$ cat src/rtl/ahbl_sram_responder_pkg.sv
// Shared constants, FSM state type and address-phase helpers for the
// AHB-Lite SRAM responder.
package ahbl_sram_responder_pkg;

  localparam logic [1:0] HTRANS_IDLE   = 2'b00;
  localparam logic [1:0] HTRANS_BUSY   = 2'b01;
  localparam logic [1:0] HTRANS_NONSEQ = 2'b10;
  localparam logic [1:0] HTRANS_SEQ    = 2'b11;

  localparam logic [2:0] HSIZE_BYTE = 3'd0;
  localparam logic [2:0] HSIZE_HALF = 3'd1;
  localparam logic [2:0] HSIZE_WORD = 3'd2;

  typedef enum logic [1:0] {
    ST_IDLE = 2'd0,
    ST_DPH  = 2'd1,
    ST_ERR1 = 2'd2,
    ST_ERR2 = 2'd3
  } state_t;

  // Byte lanes touched by a transfer of the given size at the given offset.
  function automatic logic [3:0] byte_mask(input logic [1:0] addr, input logic [2:0] size);
    logic [3:0] m;
    m = 4'b0000;
    case (size)
      HSIZE_BYTE: m = 4'b0001 << addr;
      HSIZE_HALF: m = addr[1] ? 4'b1100 : 4'b0011;
      HSIZE_WORD: m = 4'b1111;
      default:    m = 4'b0000;
    endcase
    return m;
  endfunction

  // Oversized or misaligned transfers are answered with ERROR.
  function automatic logic size_addr_err(input logic [1:0] addr, input logic [2:0] size);
    logic e;
    e = 1'b0;
    if (size > HSIZE_WORD)                    e = 1'b1;
    else if (size == HSIZE_HALF && addr[0])   e = 1'b1;
    else if (size == HSIZE_WORD && addr != 0) e = 1'b1;
    return e;
  endfunction

endpackage

$ cat src/rtl/ahbl_sram_responder_if.sv
// AHB-Lite subordinate-side bus bundle for the SRAM responder.
//
// Handshake: a transfer is accepted in its address phase when
// hsel && htrans[1] && hready are all high on a rising edge. Its data phase
// completes on the first rising edge where hready_resp is high; until then the
// manager holds the next address phase and hwdata stable. hresp qualifies the
// completing data phase (1 = ERROR, which always spans two cycles).
interface ahbl_sram_responder_if #(
  parameter int W_ADDR = 32,
  parameter int W_DATA = 32
);
  logic              hready;
  logic              hready_resp;
  logic              hresp;
  logic              hsel;
  logic [W_ADDR-1:0] haddr;
  logic              hwrite;
  logic [1:0]        htrans;
  logic [2:0]        hsize;
  logic [W_DATA-1:0] hwdata;
  logic [W_DATA-1:0] hrdata;

  modport slave (
    input  hready, hsel, haddr, hwrite, htrans, hsize, hwdata,
    output hready_resp, hresp, hrdata
  );

  modport master (
    input  hready, hready_resp, hresp, hrdata,
    output hsel, haddr, hwrite, htrans, hsize, hwdata
  );
endinterface

$ cat src/rtl/ahbl_sram_wbuf.sv
// One-entry posted-write buffer with read-after-write forwarding.
module ahbl_sram_wbuf #(
  parameter int AW = 10
) (
  input  logic          clk,
  input  logic          rst,
  input  logic          fill,
  input  logic [AW-1:0] fill_addr,
  input  logic [3:0]    fill_mask,
  input  logic [31:0]   fill_data,
  input  logic          flush,
  output logic          valid,
  output logic [AW-1:0] addr,
  output logic [3:0]    mask,
  output logic [31:0]   data,
  input  logic [AW-1:0] fwd_addr,
  input  logic [31:0]   fwd_rdata,
  output logic [31:0]   fwd_data
);

  // Entry storage: a fill in the same cycle as a flush leaves the new entry valid.
  always_ff @(posedge clk or posedge rst) begin
    if (rst) begin
      valid <= 1'b0;
      addr  <= '0;
      mask  <= '0;
      data  <= '0;
    end else if (fill) begin
      valid <= 1'b1;
      addr  <= fill_addr;
      mask  <= fill_mask;
      data  <= fill_data;
    end else if (flush) begin
      valid <= 1'b0;
    end
  end

  // Merge buffered bytes over SRAM read data when the word addresses match.
  always_comb begin
    fwd_data = fwd_rdata;
    if (valid && addr == fwd_addr) begin
      for (int b = 0; b < 4; b++) begin
        if (mask[b]) fwd_data[8*b +: 8] = data[8*b +: 8];
      end
    end
  end

endmodule

$ cat src/rtl/ahbl_sram_responder.sv
// AHB-Lite responder in front of a single-ported synchronous SRAM.
// Reads go to the SRAM in their address phase; writes are posted through a
// one-entry buffer that drains whenever the SRAM port is otherwise free.
module ahbl_sram_responder
  import ahbl_sram_responder_pkg::*;
#(
  parameter int W_ADDR      = 32,
  parameter int W_DATA      = 32,
  parameter int DEPTH       = 1024,
  parameter int WAIT_STATES = 0,
  localparam int AW         = $clog2(DEPTH)
) (
  input  logic                  clk,
  input  logic                  rst,
  ahbl_sram_responder_if.slave  ahbls,
  output logic [AW-1:0]         sram_addr,
  output logic                  sram_cs,
  output logic                  sram_we,
  output logic [3:0]            sram_wmask,
  output logic [31:0]           sram_wdata,
  input  logic [31:0]           sram_rdata,
  output state_t                dbg_state
);

  state_t        state, state_nxt;
  logic [2:0]    wait_cnt, wait_cnt_nxt;
  logic          dph_write;
  logic [AW-1:0] dph_addr;
  logic [3:0]    dph_mask;

  logic          aph_req, aph_err, aph_valid, aph_ok;
  logic          rd_req, rd_accept;
  logic [AW-1:0] aph_addr;
  logic          hready_resp, hresp, stall, reread;
  logic          wb_fill, wb_flush, wb_valid;
  logic [AW-1:0] wb_addr;
  logic [3:0]    wb_mask;
  logic [31:0]   wb_data, fwd_data;
  logic          unused_bits;

  // Address-phase decode; upper address bits alias onto the word index.
  assign aph_req   = ahbls.hsel && ahbls.htrans[1] && !rst;
  assign aph_err   = size_addr_err(ahbls.haddr[1:0], ahbls.hsize);
  assign aph_valid = aph_req && ahbls.hready;
  assign aph_ok    = aph_valid && !aph_err;
  assign aph_addr  = ahbls.haddr[AW+1:2];
  assign rd_req    = aph_req && !ahbls.hwrite && !aph_err;
  assign rd_accept = rd_req && ahbls.hready;

  assign unused_bits = ^{ahbls.haddr[W_ADDR-1:AW+2], ahbls.htrans[0]};

  // State and wait-counter registers.
  always_ff @(posedge clk or posedge rst) begin
    if (rst) begin
      state    <= ST_IDLE;
      wait_cnt <= '0;
    end else begin
      state    <= state_nxt;
      wait_cnt <= wait_cnt_nxt;
    end
  end

  // Data-phase bookkeeping captured when an OKAY transfer is accepted.
  always_ff @(posedge clk or posedge rst) begin
    if (rst) begin
      dph_write <= 1'b0;
      dph_addr  <= '0;
      dph_mask  <= '0;
    end else if (aph_ok) begin
      dph_write <= ahbls.hwrite;
      dph_addr  <= aph_addr;
      dph_mask  <= byte_mask(ahbls.haddr[1:0], ahbls.hsize);
    end
  end

  // Next state, bus response, buffer-full stall and final-wait re-read.
  always_comb begin
    state_nxt    = state;
    hready_resp  = 1'b1;
    hresp        = 1'b0;
    stall        = 1'b0;
    reread       = 1'b0;
    wait_cnt_nxt = (wait_cnt != 3'd0) ? wait_cnt - 3'd1 : 3'd0;
    case (state)
      ST_DPH: begin
        // A pending read would take the SRAM port, so hold one cycle to drain.
        stall       = dph_write && wait_cnt == 3'd0 && wb_valid && rd_req;
        hready_resp = (wait_cnt == 3'd0) && !stall;
        reread      = !dph_write && wait_cnt == 3'd1;
      end
      ST_ERR1: begin
        hready_resp = 1'b0;
        hresp       = 1'b1;
      end
      ST_ERR2: hresp = 1'b1;
      default: ;
    endcase
    if (state == ST_ERR1) begin
      state_nxt = ST_ERR2;
    end else if (hready_resp) begin
      if (!aph_valid)   state_nxt = ST_IDLE;
      else if (aph_err) state_nxt = ST_ERR1;
      else              state_nxt = ST_DPH;
    end
    if (aph_ok) wait_cnt_nxt = 3'(WAIT_STATES);
  end

  assign wb_fill  = (state == ST_DPH) && dph_write && hready_resp;
  assign wb_flush = wb_valid && !rd_accept && !reread;

  ahbl_sram_wbuf #(.AW(AW)) u_wbuf (
    .clk       (clk),
    .rst       (rst),
    .fill      (wb_fill),
    .fill_addr (dph_addr),
    .fill_mask (dph_mask),
    .fill_data (ahbls.hwdata),
    .flush     (wb_flush),
    .valid     (wb_valid),
    .addr      (wb_addr),
    .mask      (wb_mask),
    .data      (wb_data),
    .fwd_addr  (dph_addr),
    .fwd_rdata (sram_rdata),
    .fwd_data  (fwd_data)
  );

  // SRAM port arbitration: reads first, buffer drains in any free cycle.
  always_comb begin
    sram_cs    = rd_accept || reread || wb_flush;
    sram_we    = wb_flush;
    sram_addr  = wb_addr;
    if (reread)         sram_addr = dph_addr;
    else if (rd_accept) sram_addr = aph_addr;
    sram_wmask = wb_mask;
    sram_wdata = wb_data;
  end

  assign ahbls.hready_resp = hready_resp;
  assign ahbls.hresp       = hresp;
  assign ahbls.hrdata      = (state == ST_DPH && !dph_write) ? fwd_data : '0;
  assign dbg_state         = state;

endmodule

$ cat src/flat_wrapper.sv
// flat-port wrapper written by rule: the top's interface ports become plain ports
module ahbl_sram_responder_flat import ahbl_sram_responder_pkg::*;
#(
  parameter int W_ADDR      = 32,
  parameter int W_DATA      = 32,
  parameter int DEPTH       = 1024,
  parameter int WAIT_STATES = 0,
  localparam int AW         = $clog2(DEPTH)
)
  (clk, rst, sram_addr, sram_cs, sram_we, sram_wmask, sram_wdata, sram_rdata, dbg_state, ahbls_hready, ahbls_hsel, ahbls_haddr, ahbls_hwrite, ahbls_htrans, ahbls_hsize, ahbls_hwdata, ahbls_hready_resp, ahbls_hresp, ahbls_hrdata);
  ahbl_sram_responder_if #(.W_ADDR(W_ADDR), .W_DATA(W_DATA)) ahbls_i ();
  input  logic clk;
  input  logic rst;
  output logic [AW-1:0] sram_addr;
  output logic sram_cs;
  output logic sram_we;
  output logic [3:0] sram_wmask;
  output logic [31:0] sram_wdata;
  input  logic [31:0] sram_rdata;
  output state_t dbg_state;
  input wire logic [$bits(ahbls_i.hready)-1:0] ahbls_hready;
  input wire logic [$bits(ahbls_i.hsel)-1:0] ahbls_hsel;
  input wire logic [$bits(ahbls_i.haddr)-1:0] ahbls_haddr;
  input wire logic [$bits(ahbls_i.hwrite)-1:0] ahbls_hwrite;
  input wire logic [$bits(ahbls_i.htrans)-1:0] ahbls_htrans;
  input wire logic [$bits(ahbls_i.hsize)-1:0] ahbls_hsize;
  input wire logic [$bits(ahbls_i.hwdata)-1:0] ahbls_hwdata;
  output wire logic [$bits(ahbls_i.hready_resp)-1:0] ahbls_hready_resp;
  output wire logic [$bits(ahbls_i.hresp)-1:0] ahbls_hresp;
  output wire logic [$bits(ahbls_i.hrdata)-1:0] ahbls_hrdata;
  assign ahbls_i.hready = ahbls_hready;
  assign ahbls_i.hsel = ahbls_hsel;
  assign ahbls_i.haddr = ahbls_haddr;
  assign ahbls_i.hwrite = ahbls_hwrite;
  assign ahbls_i.htrans = ahbls_htrans;
  assign ahbls_i.hsize = ahbls_hsize;
  assign ahbls_i.hwdata = ahbls_hwdata;
  assign ahbls_hready_resp = ahbls_i.hready_resp;
  assign ahbls_hresp = ahbls_i.hresp;
  assign ahbls_hrdata = ahbls_i.hrdata;
  ahbl_sram_responder #(.W_ADDR(W_ADDR), .W_DATA(W_DATA), .DEPTH(DEPTH), .WAIT_STATES(WAIT_STATES)) u_core (.clk(clk), .rst(rst), .ahbls(ahbls_i), .sram_addr(sram_addr), .sram_cs(sram_cs), .sram_we(sram_we), .sram_wmask(sram_wmask), .sram_wdata(sram_wdata), .sram_rdata(sram_rdata), .dbg_state(dbg_state));
endmodule
$ cat config.mk
export PLATFORM = sky130hd
export DESIGN_NAME = ahbl_sram_responder_flat
export DESIGN_NICKNAME = d
export VERILOG_FILES = /design/src/rtl/ahbl_sram_responder_pkg.sv /design/src/rtl/ahbl_sram_responder_if.sv /design/src/rtl/ahbl_sram_wbuf.sv /design/src/rtl/ahbl_sram_responder.sv /design/src/flat_wrapper.sv
export SDC_FILE = /design/constraint.sdc
export NUM_CORES = 1
export LEC_CHECK = 0
export BUFFER_PORTS_ARGS = -buffer_cell sky130_fd_sc_hd__buf_2
export CORE_MARGIN = 2
export CORE_UTILIZATION = 30
export DETAILED_ROUTE_END_ITERATION = 6
export PLACE_DENSITY = 0.7
export SLEW_MARGIN = 10
export SYNTH_ARGS = -nofsm -noshare
export SYNTH_HDL_FRONTEND = slang
export SYNTH_HIERARCHICAL = 1
export SYNTH_SLANG_ARGS = --single-unit
$ cat constraint.sdc
create_clock -name clk -period 2 [get_ports clk]
set_clock_uncertainty 0.2 [all_clocks]
set_input_delay 0 -clock clk [delete_from_list [all_inputs] [get_ports clk]]
set_output_delay 0 -clock clk [all_outputs]
set_load 0.03 [all_outputs]
==> report_table.html <==
<table>
<tr><th>Metric</th><th>Value</th></tr>
<tr><th colspan="2">Timing</th></tr>
<tr><td>Total count of max-transition violations in the final report</td><td>0</td></tr>
<tr><td>Pin slew with the least headroom to its limit</td><td>between 0.6 and 0.7 ns</td></tr>
<tr><td>Count of final hold-check violations</td><td>0</td></tr>
<tr><td>RSZ-0062 raised after global routing</td><td>true</td></tr>
<tr><td>Slew Limit Headroom</td><td>0.5912</td></tr>
<tr><td>Peak Freq</td><td>398.0 MHz</td></tr>
<tr><td>Final period util</td><td>1.256</td></tr>
<tr><td>Final setup violating endpoints</td><td>32</td></tr>
<tr><td>Post-route worst hold slack</td><td>0.01988 ns</td></tr>
<tr><td>Final worst-path setup slack</td><td>-0.5128 ns</td></tr>
<tr><td>Final period demand of the worst path</td><td>~2.5 ns</td></tr>
<tr><th colspan="2">Yosys</th></tr>
<tr><td>Cell with the most instances after synthesis</td><td>sky130_fd_sc_hd__mux2_2</td></tr>
<tr><td>Number of flops mapped to enable cells by yosys</td><td>0</td></tr>
<tr><td>Cell types with the highest counts after synthesis</td><td>85 x sky130_fd_sc_hd__mux2_2, 67 x sky130_fd_sc_hd__dfrtp_1, 32 x sky130_fd_sc_hd__and2_1, 19 x sky130_fd_sc_hd__o21ai_0, 17 x sky130_fd_sc_hd__nor2_1</td></tr>
<tr><td>Total nets after synthesis</td><td>434</td></tr>
<tr><td>Area share of the leading cell type in the synthesized netlist</td><td>0.4486</td></tr>
<tr><td>Synth cell types</td><td>42</td></tr>
<tr><td>FF+latch count, synth</td><td>67</td></tr>
<tr><td>Number of cells produced by synthesis</td><td>~330</td></tr>
<tr><td>Dominant cells by area after synthesis</td><td>sky130_fd_sc_hd__dfrtp_1 45%, sky130_fd_sc_hd__mux2_2 26%, sky130_fd_sc_hd__and2_1 5.4%</td></tr>
<tr><td>Yosys warns</td><td>6</td></tr>
<tr><td>Netlist area before placement</td><td>between 3000 and 4000 µm²</td></tr>
<tr><td>Yosys top cell by area</td><td>sky130_fd_sc_hd__dfrtp_1</td></tr>
<tr><td>Mean instance size in the synthesized netlist</td><td>roughly 11 µm²</td></tr>
<tr><td>FFs w/ async S/R, synth</td><td>1.000</td></tr>
<tr><td>Proportion of synthesized chip area in sequential cells</td><td>0.4486</td></tr>
<tr><td>Most common flop cell mapped by yosys</td><td>sky130_fd_sc_hd__dfrtp_1</td></tr>
<tr><th colspan="2">Placement</th></tr>
<tr><td>Placed wire-length estimate after detailed placement</td><td>between 7000 and 8000 µm</td></tr>
<tr><td>Global placer's final weighted congestion</td><td>roughly 0.78</td></tr>
<tr><td>Cells after DPL</td><td>just under 700</td></tr>
<tr><td>Port-buffer cells</td><td>between 150 and 200</td></tr>
<tr><td>Pre-CTS setup slack</td><td>-0.2398 ns</td></tr>
<tr><th colspan="2">Layout</th></tr>
<tr><td>Share of layout cells above drive strength 1</td><td>0.5952</td></tr>
<tr><td>Count of inserted antenna diode cells</td><td>0</td></tr>
<tr><td>Multi-input logic area</td><td>between 2000 and 2500 µm²</td></tr>
<tr><td>Core Util, Final</td><td>0.5198</td></tr>
<tr><td>Count of placed standard cells in the final layout, fillers left out</td><td>751</td></tr>
<tr><td>Number of nets in the layout</td><td>approximately 680</td></tr>
<tr><td>FF+latch area</td><td>roughly 1700 µm²</td></tr>
<tr><td>Area Overhead vs Synth</td><td>67.76%</td></tr>
<tr><td>Filler cell count in the final layout</td><td>just over 1,000</td></tr>
<tr><th colspan="2">Run</th></tr>
<tr><td>Number of max-cap violations</td><td>0</td></tr>
<tr><th colspan="2">Global routing</th></tr>
<tr><td>Wire length of the first global-routing pass</td><td>around 18,000 µm</td></tr>
<tr><td>Total global routing overflow</td><td>0</td></tr>
<tr><td>Vias in the first global route</td><td>roughly 3,600</td></tr>
<tr><td>Number of antenna violations at the first check in global routing</td><td>0</td></tr>
<tr><td>Total global routing track utilization</td><td>0.1705</td></tr>
<tr><td>Largest net degree at the start of global routing</td><td>33</td></tr>
<tr><th colspan="2">Clocking</th></tr>
<tr><td>CTS clock-pin slew for the worst setup and hold paths</td><td>roughly 0.050 ns</td></tr>
<tr><td>CTS sink count</td><td>67</td></tr>
<tr><td>TritonCTS clock tree</td><td>yes</td></tr>
<tr><td>Clock root buffer</td><td>sky130_fd_sc_hd__clkbuf_16</td></tr>
<tr><td>Clock insertion delay at the later pin of the skew report</td><td>0.32 ns</td></tr>
<tr><td>Total number of H-tree levels</td><td>3</td></tr>
<tr><td>CTS buffer count</td><td>9</td></tr>
<tr><td>Maximum clock path buffer count</td><td>2</td></tr>
<tr><th colspan="2">Detailed routing</th></tr>
<tr><td>Wire per inst</td><td>15.70 µm</td></tr>
<tr><td>M1 WL</td><td>roughly 4800 µm</td></tr>
<tr><td>Count of TritonRoute iterations in the first routing pass</td><td>4</td></tr>
<tr><td>Avg Vias per Cell</td><td>approximately 4.7</td></tr>
<tr><td>Routed Antenna Nets</td><td>0</td></tr>
<tr><td>Uppermost metal layer occupied by signal nets</td><td>met4</td></tr>
<tr><td>Detailed route wirelength on metal2</td><td>around 6300 µm</td></tr>
<tr><td>First-iteration detailed-routing DRC count</td><td>about 130</td></tr>
<tr><td>DRC viols</td><td>0</td></tr>
<tr><td>Total number of vias</td><td>roughly 3,500</td></tr>
<tr><td>Sum of met3 wire segment lengths after detailed routing</td><td>483 µm</td></tr>
<tr><td>Routed Wire Length</td><td>11,790 µm</td></tr>
<tr><th colspan="2">Min path</th></tr>
<tr><td>Hold Crit Class</td><td>primary input to flop</td></tr>
<tr><th colspan="2">Setup path</th></tr>
<tr><td>Crit-path max FO</td><td>8</td></tr>
<tr><td>Crit start category</td><td>flop</td></tr>
<tr><td>Startpoint of the most critical setup path</td><td>u_core/dph_addr[7]$_DFFE_PP0P_</td></tr>
<tr><td>Slowest cell on the critical path</td><td>sky130_fd_sc_hd__dfrtp_1</td></tr>
<tr><td>Reg2Reg Depth</td><td>4</td></tr>
<tr><td>Worst setup path end</td><td>ahbls_hrdata[6]</td></tr>
<tr><td>Most common cell type on the critical path</td><td>sky130_fd_sc_hd__buf_6</td></tr>
<tr><td>Crit path max-delay family</td><td>simple AND/OR/NAND/NOR gates</td></tr>
<tr><td>Nature of the critical path endpoint</td><td>primary output</td></tr>
<tr><td>Setup slack on the worst flop-to-flop path</td><td>0.10 ns</td></tr>
<tr><td>Sequence of cells on the critical path</td><td>xor2_1, nor4_4, and4_1, buf_6, mux2_4, and2_4, buf_6</td></tr>
<tr><td>Critical R2R Capture</td><td>u_core/u_wbuf/addr[5]$_DFFE_PP0P_</td></tr>
<tr><td>Maximum single-stage delay on the critical path</td><td>0.39 ns</td></tr>
<tr><td>Arrival time worst endpoint</td><td>about 2.3 ns</td></tr>
<tr><td>Buffer and inverter count on the worst path</td><td>2</td></tr>
<tr><td>Count of cell instances traversed by the critical path</td><td>7</td></tr>
<tr><td>Critical register-to-register path startpoint</td><td>u_core/wait_cnt[0]$_DFF_PP0_</td></tr>
<tr><td>Type of the worst setup path</td><td>flop to primary output</td></tr>
<tr><td>Data required time at the worst endpoint</td><td>1.80 ns</td></tr>
<tr><th colspan="2">Power and ir drop</th></tr>
<tr><td>PnR Total Power</td><td>between 0.008 and 0.009 W</td></tr>
<tr><td>Power Dens Cells</td><td>approximately 1300 nW/µm²</td></tr>
<tr><td>Worst vdd rail ir drop</td><td>between 0.5 and 0.6 mV</td></tr>
<tr><td>Leak</td><td>approximately 3.0 nW</td></tr>
<tr><th colspan="2">Die</th></tr>
<tr><td>Ports placed on the boundary</td><td>190</td></tr>
<tr><td>Die H</td><td>between 100 and 150 µm</td></tr>
<tr><td>Effective utilization at floorplan</td><td>0.3099</td></tr>
<tr><td>Die X</td><td>between 100 and 150 µm</td></tr>
<tr><td>Cell Rows</td><td>40</td></tr>
<tr><td>Total die area</td><td>around 13,000 µm²</td></tr>
<tr><td>Core Box Area</td><td>~12,000 µm²</td></tr>
<tr><th colspan="2">Status</th></tr>
<tr><td>Status</td><td>finished, violations left</td></tr>
<tr><td>Failing checks</td><td>setup timing</td></tr>
</table>
area by class of cell:
type,count,share of cell area
Tap cell,168,0.03353
Timing Repair Buffer,257,0.3163
Sequential cell,67,0.2678
Clock inverter,2,0.001596
Inverter,6,0.003592
Multi-Input combinational cell,237,0.3351
Clock buffer,14,0.04211
metrics by stage:
| step | instance area [µm²] | TNS [ns] |
|---|---|---|
| 2_1_floorplan | 3769 | -0.02138 |
| 3_3_place_gp | 5044 | -3.183 |
| 3_5_place_dp | 5044 | -4.011 |
| 4_1_cts | 6067 | -15.77 |
| 5_1_grt | 6270 | -17.88 |
| 6_report | 6270 | -14.33 |
placed cells by master, fill, tap and decap left out, types with 6 or more instances in the layout:
cell type	instances
sky130_fd_sc_hd__buf_6	41
sky130_fd_sc_hd__dlygate4sd3_1	48
sky130_fd_sc_hd__clkbuf_16	10
sky130_fd_sc_hd__dfrtp_1	65
sky130_fd_sc_hd__nand3_1	10
sky130_fd_sc_hd__o21ai_0	19
sky130_fd_sc_hd__mux2_2	79
sky130_fd_sc_hd__and2_1	24
sky130_fd_sc_hd__nand2_1	8
sky130_fd_sc_hd__nor2_1	10
sky130_fd_sc_hd__a21oi_1	6
sky130_fd_sc_hd__buf_2	124
sky130_fd_sc_hd__mux2_4	9
sky130_fd_sc_hd__a31oi_1	6
sky130_fd_sc_hd__and2_4	8
sky130_fd_sc_hd__xor2_1	7
sky130_fd_sc_hd__buf_4	36
worst min-delay path, stage by stage:
cell and delay (ns):
sky130_fd_sc_hd__buf_2 0.15, sky130_fd_sc_hd__nor2_1 0.07, sky130_fd_sc_hd__nor2_1 0.08, sky130_fd_sc_hd__o21ai_0 0.08
sky130_fd_sc_hd__o21ai_0 0.13
routing by layer:
| layer | vias to the layer above | global-route usage |
|---|---|---|
| met4 | 0 | 0.06825 |
| met2 | 101 | 0.3119 |
| met3 | 24 | 0.02563 |
| met1 | 1746 | 0.1998 |
| met5 | - | 0 |
| li1 | 1672 | - |
report_power, final:
group          internal (W)  switching (W)  total (W)  leakage (nW)
Combinational       0.00198        0.00252    0.00449          2.03
Clock              0.000903       0.000552    0.00146         0.137
Sequential          0.00192       0.000449    0.00237         0.847
how the worst min path moves through the flow:
stage	cells after the start	from	slack, ns	to
floorplan	1	rst	-0.24	u_core/dph_addr[0]$_DFFE_PP0P_
global placement	2	rst	-0.14	u_core/dph_addr[1]$_DFFE_PP0P_
detailed placement	2	rst	-0.13	u_core/dph_addr[1]$_DFFE_PP0P_
CTS	4	ahbls_haddr[0]	0.008	u_core/dph_mask[2]$_DFFE_PP0P_
global route	4	ahbls_hsel	0.06	u_core/dbg_state[0]$_DFFE_PP0P_
finish	5	ahbls_haddr[0]	0.02	u_core/dph_mask[1]$_DFFE_PP0P_
kinds of logic (layout without fill, tap and decap cells):
logic type                Yosys count  after routing  synth area share
AOI/OAI and AO/OA                  45             45           0.07432
xor gates and xnor gates           10             10           0.02344
buffers and inverters              24            279           0.03147
DFF                                67             67            0.4486
muxes                              88             88            0.2662
and+or+nand+nor                    94             94            0.1560
sequential cells by signal, summed over array words and instances (netlist names):
name / flops
u_core/dph_mask: 4
u_core/dbg_state: 2
u_core/u_wbuf/mask: 4
u_core/wait_cnt: 3
u_core/u_wbuf/addr: 10
u_core/dph_addr: 10
u_core/u_wbuf/data: 32
u_core/dph_write: 1
u_core/u_wbuf/valid: 1
timing repair:
action	CTS	global route
setup buffers	0	4
cloned	0	1
pin swaps	3	6
hold buffers	48	0
setup endpoints to repair	35	75
resized for setup	81	45
hold endpoints to repair	110	0
No activity file was read; power rests on OpenSTA's default activity.
